**config.mk**
```make
export PLATFORM = sky130hd
export DESIGN_NAME = pixel_clip_fifo
export DESIGN_NICKNAME = d
export VERILOG_FILES = /design/src/rtl/pixel_clip_fifo.sv
export SDC_FILE = /design/constraint.sdc
export NUM_CORES = 1
export LEC_CHECK = 0
export ABC_AREA = 1
export CORE_MARGIN = 1
export CORE_UTILIZATION = 53
export CTS_CLUSTER_DIAMETER = 40
export DETAILED_ROUTE_END_ITERATION = 6
export PLACE_DENSITY = 0.82
export SKIP_CTS_REPAIR_TIMING = 1
export SYNTH_ARGS = -nofsm -noshare
export SYNTH_HDL_FRONTEND = slang
export SYNTH_SLANG_ARGS = --single-unit
```
**constraint.sdc**
```tcl
create_clock -name clk -period 4 [get_ports clk]
set_input_delay 0.8 -clock clk [delete_from_list [all_inputs] [get_ports clk]]
set_output_delay 0.8 -clock clk [all_outputs]
set_load 0.02 [all_outputs]
```
**src/rtl/pixel_clip_fifo.sv**
```systemverilog
// rtl/pixel_clip_fifo.sv - clips circle plot stream to the visible area, buffers it, drains to a stallable framebuffer port
// Optional: define PIXEL_STATS_EN to add stat_written / stat_clipped counters.
module pixel_clip_fifo #(
  parameter int DEPTH    = 16,
  parameter int SCREEN_W = 160,
  parameter int SCREEN_H = 120
) (
  input  logic       clk,
  input  logic       rst,
  input  logic [7:0] in_x,
  input  logic [6:0] in_y,
  input  logic [2:0] in_colour,
  input  logic       in_plot,
  input  logic       in_done,
  output logic       in_ready,
  output logic [7:0] vga_x,
  output logic [6:0] vga_y,
  output logic [2:0] vga_colour,
  output logic       vga_plot,
  input  logic       vga_ready,
  output logic       out_done,
  output logic       overflow
`ifdef PIXEL_STATS_EN
  ,
  output logic [15:0] stat_written,
  output logic [15:0] stat_clipped
`endif
);

  localparam int PTR_W = $clog2(DEPTH);
  localparam int CNT_W = PTR_W + 1;
  localparam int PIX_W = 18;
  localparam logic [8:0] W_LIM = 9'(SCREEN_W);
  localparam logic [7:0] H_LIM = 8'(SCREEN_H);
  localparam logic [CNT_W-1:0] CAP = CNT_W'(DEPTH + 1);

  typedef enum logic [1:0] {IDLE, RUN, DRAIN, DONE} state_t;

  logic [PIX_W-1:0] mem [DEPTH];

  logic [PTR_W-1:0] wr_ptr_q, wr_ptr_d;
  logic [PTR_W-1:0] rd_ptr_q, rd_ptr_d;
  logic [CNT_W-1:0] occ_q, occ_d;
  logic [CNT_W-1:0] fifo_cnt;
  logic [PIX_W-1:0] head_q, head_d;
  logic             out_valid_q, out_valid_d;
  logic             overflow_q, overflow_d;
  logic             in_done_q;
  state_t           state_q, state_d;
  logic             out_done_q, out_done_d;

  logic visible, full, push, pop, load, done_rise;

  // Clip, handshake and occupancy bookkeeping; occupancy includes the output register
  always_comb begin
    visible   = in_plot && ({1'b0, in_x} < W_LIM) && ({1'b0, in_y} < H_LIM);
    full      = (occ_q == CAP);
    pop       = out_valid_q && vga_ready;
    push      = visible && (!full || pop);
    fifo_cnt  = occ_q - CNT_W'(out_valid_q);
    load      = (fifo_cnt != '0) && (!out_valid_q || pop);
    done_rise = in_done && !in_done_q;

    occ_d = occ_q;
    if (push && !pop)
      occ_d = occ_q + CNT_W'(1);
    else if (!push && pop)
      occ_d = occ_q - CNT_W'(1);

    wr_ptr_d = push ? wr_ptr_q + PTR_W'(1) : wr_ptr_q;
    rd_ptr_d = load ? rd_ptr_q + PTR_W'(1) : rd_ptr_q;

    head_d      = load ? mem[rd_ptr_q] : head_q;
    out_valid_d = load ? 1'b1 : (pop ? 1'b0 : out_valid_q);
    overflow_d  = overflow_q || (visible && full && !pop);
  end

  // Storage array is plain memory; pointers alone define what is valid, so it needs no reset
  always_ff @(posedge clk) begin
    if (push)
      mem[wr_ptr_q] <= {in_x, in_y, in_colour};
  end

  // Datapath registers: pointers, occupancy, output head and sticky overflow
  always_ff @(posedge clk or posedge rst) begin
    if (rst) begin
      wr_ptr_q    <= '0;
      rd_ptr_q    <= '0;
      occ_q       <= '0;
      head_q      <= '0;
      out_valid_q <= 1'b0;
      overflow_q  <= 1'b0;
      in_done_q   <= 1'b0;
    end else begin
      wr_ptr_q    <= wr_ptr_d;
      rd_ptr_q    <= rd_ptr_d;
      occ_q       <= occ_d;
      head_q      <= head_d;
      out_valid_q <= out_valid_d;
      overflow_q  <= overflow_d;
      in_done_q   <= in_done;
    end
  end

  // Next-state for the done tracker; DONE is entered once nothing remains after this edge
  always_comb begin
    state_d = state_q;
    case (state_q)
      IDLE: begin
        if (done_rise)
          state_d = (occ_d == '0) ? DONE : DRAIN;
        else if (in_plot)
          state_d = RUN;
      end
      RUN:   if (done_rise) state_d = DRAIN;
      DRAIN: if (occ_d == '0) state_d = DONE;
      DONE:  if (!in_done) state_d = IDLE;
      default: state_d = IDLE;
    endcase
    out_done_d = (state_d == DONE);
  end

  // Done tracker state with registered out_done
  always_ff @(posedge clk or posedge rst) begin
    if (rst) begin
      state_q    <= IDLE;
      out_done_q <= 1'b0;
    end else begin
      state_q    <= state_d;
      out_done_q <= out_done_d;
    end
  end

  assign in_ready   = !full || pop;
  assign vga_x      = head_q[17:10];
  assign vga_y      = head_q[9:3];
  assign vga_colour = head_q[2:0];
  assign vga_plot   = out_valid_q;
  assign out_done   = out_done_q;
  assign overflow   = overflow_q;

`ifdef PIXEL_STATS_EN
  logic [15:0] written_q, written_d;
  logic [15:0] clipped_q, clipped_d;
  logic        stat_clear;

  // Saturating counters, cleared when a finished circle hands over to the next one
  always_comb begin
    stat_clear = (state_q == DONE) && !in_done;
    written_d  = written_q;
    clipped_d  = clipped_q;
    if (stat_clear) begin
      written_d = '0;
      clipped_d = '0;
    end else begin
      if (pop && written_q != 16'hFFFF)
        written_d = written_q + 16'd1;
      if (in_plot && !visible && clipped_q != 16'hFFFF)
        clipped_d = clipped_q + 16'd1;
    end
  end

  // Statistics registers
  always_ff @(posedge clk or posedge rst) begin
    if (rst) begin
      written_q <= '0;
      clipped_q <= '0;
    end else begin
      written_q <= written_d;
      clipped_q <= clipped_d;
    end
  end

  assign stat_written = written_q;
  assign stat_clipped = clipped_q;
`endif

endmodule

```
==> impl_results.md <==
- Outcome: finished, final reports clean
- Met3 usage: 5.15%
- I/O Buffers: 44
- Gr busiest metal: met2
- Total negative slack: 0 ns
- Critical Path Sink: in_ready
- Peak supply drop: 0.000421 V
- Crit-path leading delay family: buffers and inverters
- Setup CP Type: in -> out
- Number of buffers created by CTS: 36
- Total core area: 24200 um^2
- Slowest cell delay on critical path: 0.63 ns
- Cell Area, Placed: 14000 um^2
- Initial Utilization: 53.8%
- Cell area power density: 733 nW/um^2
- Max Freq: 333 MHz
- Met1 usage: 31.1%
- GP Congestion: 0.871
- Initial DRT Pass Iterations: 7
- Mapped Area: 13000 um^2
- Synth-to-Final Area Change: 17.0%
- Die Ht: 159 um
- Top post-synthesis cells by area: edfxtp_1, dfrtp_1, nor2_1
- Nets: 1016
- Setup crit start kind: primary input
- Min Tclk post-route: 3.00 ns
- Antenna fix cells: 0
- Vias in the first global route: 8100
- Via Count: 8062
- Worst r2r src: rd_ptr_q[0]$_DFFE_PP0P_
- Root buf cell: clkbuf_16
- Drt drc: 0
- Worst Skew: 0.0155 ns
- # Max-Cap Violations: 0
- Syn. warnings: 0
- Most frequent cells in the layout: edfxtp_1, nor2_1, o21ai_0, mux2i_1, o221ai_1
- Cell count after synthesis: 918
- Post-synth top area share: 66.4%
- Final ANT Viol Nets: 0
- Post-Place Worst Slack: 0.679 ns
- CP max stage cell: clkdlybuf4s50_1
- # H-tree levels: 2
- RSZ-0062 raised after global routing: no
- Sequential cell area fraction in the yosys report: 73.5%
- Clk slew on worst S/H paths: 0.05 ns
- Worst setup slack after layout: 1.00 ns
- DRT iter0 DRCs: 809
- Fin crit share: 75.0%
- Width of the die: 159 um
- Static Leak: 0.00529 uW
- Avg Cell Area, Syn: 14.2 um^2
- WL/cell: 22.7 um
- Worst Setup SP: vga_ready
- Slew headroom: 33.3%
- Number of cell rows: 57
- Most common cell after layout, fill and taps aside: edfxtp_1
- Synthesized Nets: 950
- CP arrival: 2.20 ns
- Gr ovfl total: 0
- Levels on crit path: 4
- Layout cells sized above 1: 13.2%
- Gr usage total: 24.3%
- Yosys reg bits: 325
- Initial antenna violation count: 0
- Finished layout cell area: 15200 um^2
- Clock Latency Late Sink: 0.53 ns
- Worst slew pin tran: 0.999 ns
- Worst path buffer plus inverter count: 2
- Crit path max fanout: 3
- Final hold viol count: 0
- IO Pins: 45
- R2R Setup Slk: 1.40 ns
- Largest net degree at the start of global routing: 87
- CTS tree: built
- Met2 GRT Util: 40.4%
- Hold Path Class: reg -> reg
- DR vias/cell: 6.03
- Crit path cell chain: clkdlybuf4s50_1 -> nand2_1 -> nand4_1 -> clkdlybuf4s50_1
- Dominant cell type by area after synthesis: edfxtp_1
- Dpl hpwl: 18200 um
- FF-to-FF path depth: 5
- Total clock sinks: 325
- R2r endpoint: head_q[6]$_DFFE_PP0P_
- DRT Wirelength: 30300 um
- Final-report max-slew violation count: 0
- Final setup viols: 0
- Clock Path Buffers: 3
- Die area: 25200 um^2
- Crit. End Element: primary output
- Required @ worst endpoint: 3.20 ns
- Synth unique cells: 35
- Crit path top cell by count: clkdlybuf4s50_1
- First-pass GRT wire length: 46200 um
## metal layers
layer / up-vias / wire [um] / part of all wire, %
li1: 3611 / - / -
met1: 3943 / 11500 / 38
met2: 439 / 14900 / 49
met3: 69 / 2760 / 9.1
met4: 0 / 1050 / 3.5
met5: - / 0 / 0
## where the power goes
part	switching, uW	internal [uW]
sequential	394	4080
clock	1290	2040
combinational	2140	1220
total	3830	7340
## cell usage after synthesis
master and instances:
nand4_4 1, o21ai_0 73, buf_6 3, clkinv_1 2
nand2_1 51, o32ai_1 18, buf_1 1, o211ai_1 18
ha_1 9, nand3_2 2, nand3_1 30, a31o_2 1
a31oi_1 18, inv_2 3, nand2_2 5, nand4_1 4
buf_4 4, clkbuf_1 34, o221ai_1 54, nor3_1 2
a21oi_2 1, edfxtp_1 288, mux2i_1 54, xor2_1 10
nor2_1 148, or2_2 1, o21ai_4 1, xnor2_1 1
buf_2 14, dfrtp_1 37, a21oi_1 1, o21bai_1 1
nor2_2 2, inv_1 24, nor2_4 2
## metrics by stage
step | hold slack (ns) | std cells | util (%) | total power [uW]
floorplan | 0.473 | 918 | - | 6700
global placement | 0.464 | 1270 | 57.9 | 7750
detailed placement | 0.490 | 1270 | 57.9 | 7840
CTS | 0.507 | 1336 | 62.9 | 11200
global route | 0.512 | 1336 | 62.9 | 11600
finish | 0.494 | 1336 | 62.9 | 11200
## layout make-up
class                           instances  area, um^2
Clock inverter                         18         206
Sequential cell                       325        9580
Inverter                               29         109
Timing Repair Buffer                   84         803
Tap cell                              324         405
Multi-Input combinational cell        508        3130
Clock buffer                           48        1010
Fill cell                            1706        9000
## registers in the layout, summed over array words and instances, names as in the netlist
signal / flops
out_done: 1
occ_q: 5
mem: 288
vga_plot: 1
head_q: 18
wr_ptr_q: 4
overflow: 1
rd_ptr_q: 4
in_done_q: 1
state_q: 2
## how the worst min path moves through the flow
| stage | cells past startpoint | end | start |
|---|---|---|---|
| after detailed placement | 1 | overflow$_DFF_PP0_ | overflow$_DFF_PP0_ |
| after global routing | 1 | overflow$_DFF_PP0_ | overflow$_DFF_PP0_ |
| after global placement | 1 | overflow$_DFF_PP0_ | overflow$_DFF_PP0_ |
| final | 1 | overflow$_DFF_PP0_ | overflow$_DFF_PP0_ |
| after floorplan | 1 | state_q[1]$_DFF_PP0_ | state_q[0]$_DFF_PP0_ |
| after CTS | 1 | overflow$_DFF_PP0_ | overflow$_DFF_PP0_ |
## logic make-up (layout without fill, tap and decap cells)
family | Yosys count | in the layout | synth area share [%]
AOI/OAI and AO/OA | 186 | 186 | 9.90
xor gates and xnor gates | 11 | 11 | 0.739
adders and majority gates | 9 | 9 | 0.864
buffers and inverters | 85 | 179 | 2.87
DFF | 325 | 325 | 73.5
muxes | 54 | 54 | 4.15
and+or+nand+nor | 248 | 248 | 8.03
Note: power is estimated with default switching activity, not from simulation.
